===== src/rtl/mac_pkg.sv =====
// Shared constants for the FP MAC accumulate stage: FSM encodings,
// symmetric saturation rails and default datapath sizing.
package mac_pkg;

  localparam int DATA_W_DEF    = 16;
  localparam int ACC_W_DEF     = 24;
  localparam int NUM_TERMS_DEF = 4;
  localparam int CNT_W_DEF     = 3;

  localparam logic [1:0] ST_IDLE   = 2'b00;
  localparam logic [1:0] ST_ACCUM  = 2'b01;
  localparam logic [1:0] ST_OUTPUT = 2'b10;

  // 0x8000 is deliberately never produced so the result range stays symmetric.
  localparam logic [15:0] SAT_POS = 16'h7FFF;
  localparam logic [15:0] SAT_NEG = 16'h8001;

endpackage


===== src/rtl/mac_accumulator_sat_trunc.sv =====
// Symmetric saturating narrower: clamps a signed IN_W value into
// +/-(2^(OUT_W-1)-1) and flags when the clamp was applied.
module sat_trunc #(
  parameter int IN_W  = 24,
  parameter int OUT_W = 16
) (
  input  logic signed [IN_W-1:0]  wide_val,
  output logic        [OUT_W-1:0] narrow_val,
  output logic                    sat_flag
);

  localparam logic signed [IN_W-1:0] MAX_V = {{(IN_W-OUT_W+1){1'b0}}, {(OUT_W-1){1'b1}}};
  localparam logic signed [IN_W-1:0] MIN_V = {{(IN_W-OUT_W+1){1'b1}}, {(OUT_W-2){1'b0}}, 1'b1};
  localparam logic [OUT_W-1:0] POS_V = {1'b0, {(OUT_W-1){1'b1}}};
  localparam logic [OUT_W-1:0] NEG_V = {1'b1, {(OUT_W-2){1'b0}}, 1'b1};

  // Clamp to the symmetric rails, otherwise pass the low bits through.
  always_comb begin
    narrow_val = wide_val[OUT_W-1:0];
    sat_flag   = 1'b0;
    if (wide_val > MAX_V) begin
      narrow_val = POS_V;
      sat_flag   = 1'b1;
    end else if (wide_val < MIN_V) begin
      narrow_val = NEG_V;
      sat_flag   = 1'b1;
    end else begin
      narrow_val = wide_val[OUT_W-1:0];
      sat_flag   = 1'b0;
    end
  end

endmodule


===== src/rtl/mac_accumulator.sv =====
// AC stage of the FP MAC datapath: sums NUM_TERMS saturated products in a
// widened accumulator and hands out one symmetric-saturated result.
module mac_accumulator
  import mac_pkg::*;
#(
  parameter int DATA_W    = DATA_W_DEF,
  parameter int ACC_W     = ACC_W_DEF,
  parameter int NUM_TERMS = NUM_TERMS_DEF,
  parameter int CNT_W     = CNT_W_DEF
) (
  input  logic              clk,
  input  logic              rst,
  input  logic              start,
  input  logic              clear,
  input  logic              prod_valid,
  input  logic [DATA_W-1:0] prod_data,
  output logic              prod_ready,
  output logic              acc_valid,
  output logic [DATA_W-1:0] acc_data,
  output logic              acc_sat,
  input  logic              acc_ready,
  output logic              busy,
  output logic [1:0]        state_out
);

  logic [1:0]              state_r;
  logic signed [ACC_W-1:0] acc_r;
  logic [CNT_W-1:0]        cnt_r;
  logic                    acc_valid_r;
  logic [DATA_W-1:0]       acc_data_r;
  logic                    acc_sat_r;

  logic                    prod_ready_s;
  logic                    prod_hs_s;
  logic                    last_term_s;
  logic [ACC_W-1:0]        prod_ext_s;
  logic signed [ACC_W:0]   sum_wide_s;
  logic signed [ACC_W-1:0] next_acc_s;
  logic                    acc_clamp_s;
  logic [DATA_W-1:0]       result_s;
  logic                    result_sat_s;

  assign prod_ready_s = (state_r == ST_ACCUM) && !clear;
  assign prod_hs_s    = prod_valid && prod_ready_s;
  assign last_term_s  = prod_hs_s && (cnt_r == CNT_W'(NUM_TERMS - 1));

  // One guard bit lets the accumulator clamp instead of wrapping.
  assign prod_ext_s = {{(ACC_W-DATA_W){prod_data[DATA_W-1]}}, prod_data};
  assign sum_wide_s = {acc_r[ACC_W-1], acc_r} + {prod_ext_s[ACC_W-1], prod_ext_s};

  sat_trunc #(
    .IN_W  (ACC_W + 1),
    .OUT_W (ACC_W)
  ) u_acc_sat (
    .wide_val   (sum_wide_s),
    .narrow_val (next_acc_s),
    .sat_flag   (acc_clamp_s)
  );

  sat_trunc #(
    .IN_W  (ACC_W),
    .OUT_W (DATA_W)
  ) u_out_sat (
    .wide_val   (next_acc_s),
    .narrow_val (result_s),
    .sat_flag   (result_sat_s)
  );

  // Run control FSM plus accumulator, term counter and result registers.
  always_ff @(posedge clk) begin
    if (rst) begin
      state_r     <= ST_IDLE;
      acc_r       <= '0;
      cnt_r       <= '0;
      acc_valid_r <= 1'b0;
      acc_data_r  <= '0;
      acc_sat_r   <= 1'b0;
    end else if (clear) begin
      acc_r       <= '0;
      cnt_r       <= '0;
      acc_valid_r <= 1'b0;
      acc_sat_r   <= 1'b0;
      case (state_r)
        ST_IDLE:   state_r <= start ? ST_ACCUM : ST_IDLE;
        ST_ACCUM:  state_r <= ST_ACCUM;
        ST_OUTPUT: state_r <= ST_ACCUM;
        default:   state_r <= ST_IDLE;
      endcase
    end else begin
      case (state_r)
        ST_IDLE: begin
          if (start) begin
            state_r <= ST_ACCUM;
            acc_r   <= '0;
            cnt_r   <= '0;
          end
        end
        ST_ACCUM: begin
          if (prod_hs_s) begin
            acc_r <= next_acc_s;
            cnt_r <= cnt_r + CNT_W'(1);
            if (last_term_s) begin
              // An accumulator clamp always implies an output clamp as well.
              acc_data_r  <= result_s;
              acc_sat_r   <= result_sat_s | acc_clamp_s;
              acc_valid_r <= 1'b1;
              state_r     <= ST_OUTPUT;
            end
          end
        end
        ST_OUTPUT: begin
          if (acc_ready) begin
            acc_valid_r <= 1'b0;
            acc_r       <= '0;
            cnt_r       <= '0;
            state_r     <= ST_ACCUM;
          end
        end
        default: begin
          state_r     <= ST_IDLE;
          acc_r       <= '0;
          cnt_r       <= '0;
          acc_valid_r <= 1'b0;
          acc_sat_r   <= 1'b0;
        end
      endcase
    end
  end

  assign prod_ready = prod_ready_s;
  assign acc_valid  = acc_valid_r;
  assign acc_data   = acc_data_r;
  assign acc_sat    = acc_sat_r;
  assign busy       = (state_r != ST_IDLE);
  assign state_out  = state_r;

endmodule

===== config.mk =====
export PLATFORM = sky130hd
export DESIGN_NAME = mac_accumulator
export DESIGN_NICKNAME = d
export VERILOG_FILES = /design/src/rtl/mac_pkg.sv /design/src/rtl/mac_accumulator_sat_trunc.sv /design/src/rtl/mac_accumulator.sv
export SDC_FILE = /design/constraint.sdc
export NUM_CORES = 1
export LEC_CHECK = 0
export ABC_AREA = 1
export CAP_MARGIN = 5
export CORE_MARGIN = 1
export CORE_UTILIZATION = 40
export CTS_BUF_LIST = sky130_fd_sc_hd__clkbuf_16
export DETAILED_ROUTE_END_ITERATION = 7
export PLACE_DENSITY = 0.65
export SYNTH_ARGS = -nofsm -noshare
export SYNTH_HDL_FRONTEND = slang
export SYNTH_SLANG_ARGS = --single-unit

===== constraint.sdc =====
create_clock -name clk -period 3.35 [get_ports clk]
set_input_delay 0.5025 -clock clk [delete_from_list [all_inputs] [get_ports clk]]
set_output_delay 0.5025 -clock clk [all_outputs]
set_load 0.02 [all_outputs]

After elaboration in Yosys (flattened, before gate mapping) --
Cells that the tools add are included.
Storage, ports and cells: input port bits 22, register bits 47, output and inout bits 22
Cells by class: equality and inequality tests 11, bitwise operators 4, add/subtract/negate cells 2, reduce and logical (&&, ||, !) cells 14, multiplexer cells 31, order comparisons 4
Operators with widths (count):
- 24-bit 2-to-1 mux | 5
- 24-bit one-hot mux with 3 select lines | 1
- 16-bit 2-to-1 mux | 2
- 24-bit by 16-bit adder with 25-bit output | 1
- 25-bit by 24-bit > comparator with 1-bit output, second input constant | 1
- 25-bit by 24-bit < comparator with 1-bit output, second input constant | 1
- 24-bit by 16-bit > comparator with 1-bit output, second input constant | 1
- 24-bit by 16-bit < comparator with 1-bit output, second input constant | 1
- 3-bit inequality test, second input constant | 4
- 4-bit AND reduction | 3
- 1-bit 2-to-1 mux | 10
- 2-bit 2-to-1 mux | 5
- 3-bit 2-to-1 mux | 3
- 3-bit one-hot mux with 3 select lines | 1
- 2-bit inequality test, second input constant | 4
- 2-bit one-hot mux with 3 select lines | 1
- 3-bit AND reduction | 2
- 2-bit OR reduction | 3
- 1-bit one-hot mux with 2 select lines | 2
- 3-bit by 1-bit adder with 3-bit output, second input constant | 1
- 3-bit by 2-bit == test with 1-bit output, second input constant | 1
- 1-bit logical AND | 3
- 1-bit inverter | 3
- 1-bit one-hot mux with 3 select lines | 1
- other kinds (6) | 6

Logic depth before layout (Yosys ltp) --
word-level depth 11, mapped depth 28

Modules after synthesis --
From an unflattened synthesis, not the netlist that was laid out.
Second synthesis, totals: cells, all modules 808, area, all modules 4541.9 sq um
Modules (own cells, without submodules):
- mac_accumulator | instances 1, cells each 617, area an instance 3681.0 sq um
- sat_trunc at u_acc_sat | instances 1, cells each 103, area an instance 495.5 sq um
- sat_trunc at u_out_sat | instances 1, cells each 88, area an instance 365.4 sq um

Worst setup path after synthesis --
Ideal clock, no wire load.
path type input -> register, start point input port prod_data[0], end point register acc_data_r[11], in the netlist acc_data[11], setup time 0.135 ns, stages on the path 24, path slack 0.247 ns, path buffers 2, data required time 3.215 ns, arrival time 2.968 ns, cells stage by stage ha_1 -> inv_1 -> fa_1 -> inv_1 -> nand3_1 -> nand2_2 -> nand2_1 -> nand2_1 -> nand2_1 -> nand2_1 -> nand3_1 -> o211ai_2 -> xor2_4 -> nand2_4 -> buf_2 -> o21ai_2 -> nand2_1 -> nor2_1 -> nand3_1 -> nand2_2 -> nand2_4 -> buf_6 -> nand2_1 -> a21oi_2
On the way: longest elaborated chain between the ends 7, elaborated cells on any way between the ends 9
Ends and longest elaborated chain:
- start: declaration | line mac_accumulator.sv:16 | input logic [DATA_W-1:0] prod_data,
- 24-bit by 16-bit adder with 25-bit output (*) | line mac_accumulator.sv:49 | assign sum_wide_s = {acc_r[ACC_W-1], acc_r} + {prod_ext_s[ACC_W-1], prod_ext_s};
- 25-bit by 24-bit < comparator with 1-bit output | line mac_accumulator_sat_trunc.sv:24 | end else if (wide_val < MIN_V) begin
- 24-bit 2-to-1 mux | line mac_accumulator_sat_trunc.sv:24
- 24-bit 2-to-1 mux (*) | line mac_accumulator_sat_trunc.sv:21 | if (wide_val > MAX_V) begin
- 24-bit by 16-bit < comparator with 1-bit output | line mac_accumulator_sat_trunc.sv:24
- 16-bit 2-to-1 mux | line mac_accumulator_sat_trunc.sv:24
- 16-bit 2-to-1 mux (*) | line mac_accumulator_sat_trunc.sv:21
- end signal: assignment | line mac_accumulator.sv:104 | acc_data_r <= result_s;
- end: declaration | line mac_accumulator.sv:30 | logic [DATA_W-1:0] acc_data_r;
Mark *: on every way between the ends. The rest lies on a longest branch, timed or not. A chain may end at the register's enable or synchronous reset.

Worst setup path in the final report --
start point input port prod_data[15], end point register acc_data_r[7], in the netlist acc_data[7]
The elaborated chain is that of the path after synthesis.

==> impl_metrics.py <==
metrics = {
    "cts": {
        "numCtsBuffers": 5,
        "cts_root_buffer": "clkbuf_16",
        "worstSkewPairLatency_ps": 290,
        "holdBufCountCts": 0,
        "cts.reportedPaths.clkPinSlew_ps": 70,
        "clk_path_buf_depth": 2,
        "htreeDepth": 2,
        "cts_tree": "built",
        "clock-sinks": 47,
    },
    "critical_path": {
        "reg2reg_setup_slack_ps": 230,
        "cp-end-kind": "flop",
        "required_ps": 3550,
        "crit_arrival_ps": 3360,
        "critPathKind": "primary input to flop",
        "worst_setup_path_start_kind": "primary input",
        "crit_fanout": 8,
    },
    "flow_run": {
        "maxCapViolations": 0,
    },
    "synthesis": {
        "yosys-top-cells-area": "nand2_1 (25%), dfxtp_1 (23%), inv_1 (10%)",
        "seq_area_frac_synth": 0.228,
        "syn_nets": 761,
        "ys_warn_count": 0,
        "async_flop_share": 0,
        "yosysMostFrequentCell": "nand2_1",
        "yosys.area.top_type": "nand2_1",
        "yosysUniqueCellTypes": 37,
        "syn_area_um2": 4130,
        "synth_cells": 707,
        "synthTopCellsByCount": "nand2_1 (271), inv_1 (114), a21oi_1 (71)",
        "ys_ff_latch": 47,
        "synth.avg_cell_area_um2": 5.85,
        "synth_top_cell_area_share": 0.246,
        "ys.flop_type": "dfxtp_1",
        "synth-edff-count": 0,
    },
    "cells_and_area": {
        "multi_input_area_um2": 3270,
        "drive_above_1_share": 0.288,
        "area_growth_pct": 50.6,
        "diodes": 0,
        "finalNetCount": 904,
        "fin_cells": 984,
        "nFillCells": 900,
        "finalInstanceArea_um2": 6230,
        "register_area_um2": 942,
    },
    "global_routing": {
        "grtUsageTotal": 0.241,
        "grt_max_degree": 29,
        "antenna_found_initial": 0,
        "grt_pass1_wl_um": 21400,
        "grt_pass1_vias": 4647,
        "overflow": 0,
    },
    "placed_design": {
        "dpl_cell_area_um2": 5370,
        "placed_cells": 963,
        "hpwlAfterDp_um": 9760,
        "post-place-ws_ps": -456,
        "port_buffers": 43,
        "gp_congestion": 0.920,
    },
    "power_and_ir_drop": {
        "p_leak_uw": 0.00313,
        "p_per_area_nw_per_um2": 287,
        "peakVddDrop_mv": 0.224,
        "p_seq_frac": 0.330,
        "switching_share": 0.357,
        "switchingPower_uw": 639,
        "internal_power_uw": 1150,
        "p_comb_frac": 0.388,
        "power_frac_clock": 0.283,
        "power_uw": 1790,
    },
    "sta": {
        "fin_ws_ps": 192,
        "max_freq_mhz": 317,
        "max_slew_margin": 0.576,
        "drv_slew": 0,
        "tightest_slew_ps": 634,
        "period_share": 0.943,
        "hold_viol": 0,
        "min_period_ps": 3160,
        "finClkSkew_ps": 9.01,
        "finalSetupViolCount": 0,
    },
    "floorplanning": {
        "initial_core_util": 0.417,
        "die_h_um": 104,
        "die_x_um": 104,
        "core-area_um2": 9910,
        "die-area_um2": 10700,
        "rows": 36,
        "io_pins": 44,
    },
    "routing": {
        "wl_per_cell_um": 13.6,
        "drc": 0,
        "drt-total-wl_um": 13400,
        "dr.first_iter.drc_count": 244,
        "via_count": 4869,
        "vias_per_cell": 4.95,
        "postRouteAntennaNets": 0,
        "drtPass1Iterations": 5,
    },
    "status": {
        "status": "completed",
    },
    "min_path": {
        "worstHoldPathType": "flop to flop",
    },
}
==> critical path: stages <==
cell and delay, ps:
buf_2 350, ha_4 290, a21oi_1 260, nand2_1 110, a21oi_1 200, nand3_1 100, nand2_1 60, nand2_1 60
nand2_1 80, nor2_2 50, nand3_2 90, nand2_4 100, nand2_4 120, buf_6 130, nand2_1 50, o21ai_1 100
nand2_1 80, nor2_2 140, nand2_2 100, nand2_4 130, nand3_2 80, a21oi_2 160
==> area by class of cell <==
cell class | count | share of cell area
Inverter | 118 | 0.0711
Sequential cell | 47 | 0.151
Multi-Input combinational cell | 531 | 0.525
Clock buffer | 5 | 0.0201
Timing Repair Buffer | 147 | 0.202
Clock inverter | 3 | 0.00382
Tap cell | 133 | 0.0267
==> kinds of logic after synthesis <==
group,share of synthesized area
xor gates and xnor gates,0.0188
DFF,0.228
adders and majority gates,0.0987
and+or+nand+nor,0.390
AOI/OAI and AO/OA,0.139
buffers and inverters,0.126
==> registers in the layout, indices dropped and copies added (netlist names) <==
signal     flops
acc_r         24
state_out      2
acc_valid      1
acc_sat        1
cnt_r          3
acc_data      16
==> power groups by stage <==
stage	Combinational, µW	Clock (µW)	Sequential (µW)
floorplan	335	0	606
global placement	586	0	599
detailed placement	597	0	600
CTS	648	510	588
global route	761	538	591
finish	693	505	589
==> cell usage in the layout (no fill, tap or decap), types with 2 or more instances in the layout <==
| cell type | netlist | routed |
|---|---|---|
| and2_1 | 3 | 2 |
| ha_1 | 31 | 10 |
| dlymetal6s2s_1 | 0 | 14 |
| o21ai_2 | 1 | 2 |
| nand4_1 | 9 | 9 |
| buf_4 | 1 | 100 |
| nand3_1 | 39 | 26 |
| xor2_2 | 2 | 2 |
| clkinvlp_4 | 0 | 2 |
| clkdlybuf4s50_1 | 0 | 27 |
| dfxtp_1 | 47 | 46 |
| xor2_4 | 1 | 2 |
| o21bai_1 | 2 | 2 |
| nor2_1 | 40 | 29 |
| nand2_4 | 2 | 8 |
| o21ai_0 | 12 | 12 |
| nor3_1 | 2 | 2 |
| inv_1 | 114 | 109 |
| nand3b_1 | 4 | 4 |
| nor2_4 | 0 | 2 |
| buf_6 | 2 | 3 |
| a21oi_1 | 71 | 61 |
| nand2_1 | 271 | 245 |
| clkbuf_16 | 0 | 5 |
| o21ai_1 | 5 | 4 |
| a21oi_2 | 7 | 16 |
| nand3_2 | 0 | 12 |
| ha_4 | 0 | 21 |
| nand2_2 | 12 | 35 |
| inv_2 | 4 | 9 |
| nor2_2 | 1 | 10 |
==> metal layers <==
| layer | global-route usage | share of wire |
|---|---|---|
| met4 | 0.0510 | 0.022 |
| met3 | 0.0258 | 0.032 |
| met2 | 0.445 | 0.51 |
| met5 | 0 | 0 |
| met1 | 0.299 | 0.44 |
==> stage by stage <==
stage	utilization	hold WS, ps	setup TNS (ps)
after floorplan	-	432	0
after global placement	0.542	443	-7420
after detailed placement	0.542	456	-9050
after global routing	0.628	493	-104
final	0.628	464	0
after CTS	0.591	466	0
==> worst paths after layout <==
| path | endpoint | from | cells past startpoint |
|---|---|---|---|
| worst max-delay path | acc_data[7] | prod_data[15] | 22 |
| worst min-delay path | cnt_r[0] | cnt_r[0] | 1 |
| worst max register to register | acc_data[0] | acc_r[0] | 22 |
| worst min register to register | cnt_r[0] | cnt_r[0] | 1 |
==> timing repair <==
| action | in CTS | in global routing |
|---|---|---|
| buffers inserted | 6 | 3 |
| cloned | 3 | 1 |
| gates resized for setup | 48 | 83 |
| setup endpoints to repair | 19 | 29 |
| pin swaps | 27 | 37 |
Power figures use the tool's default switching activity.
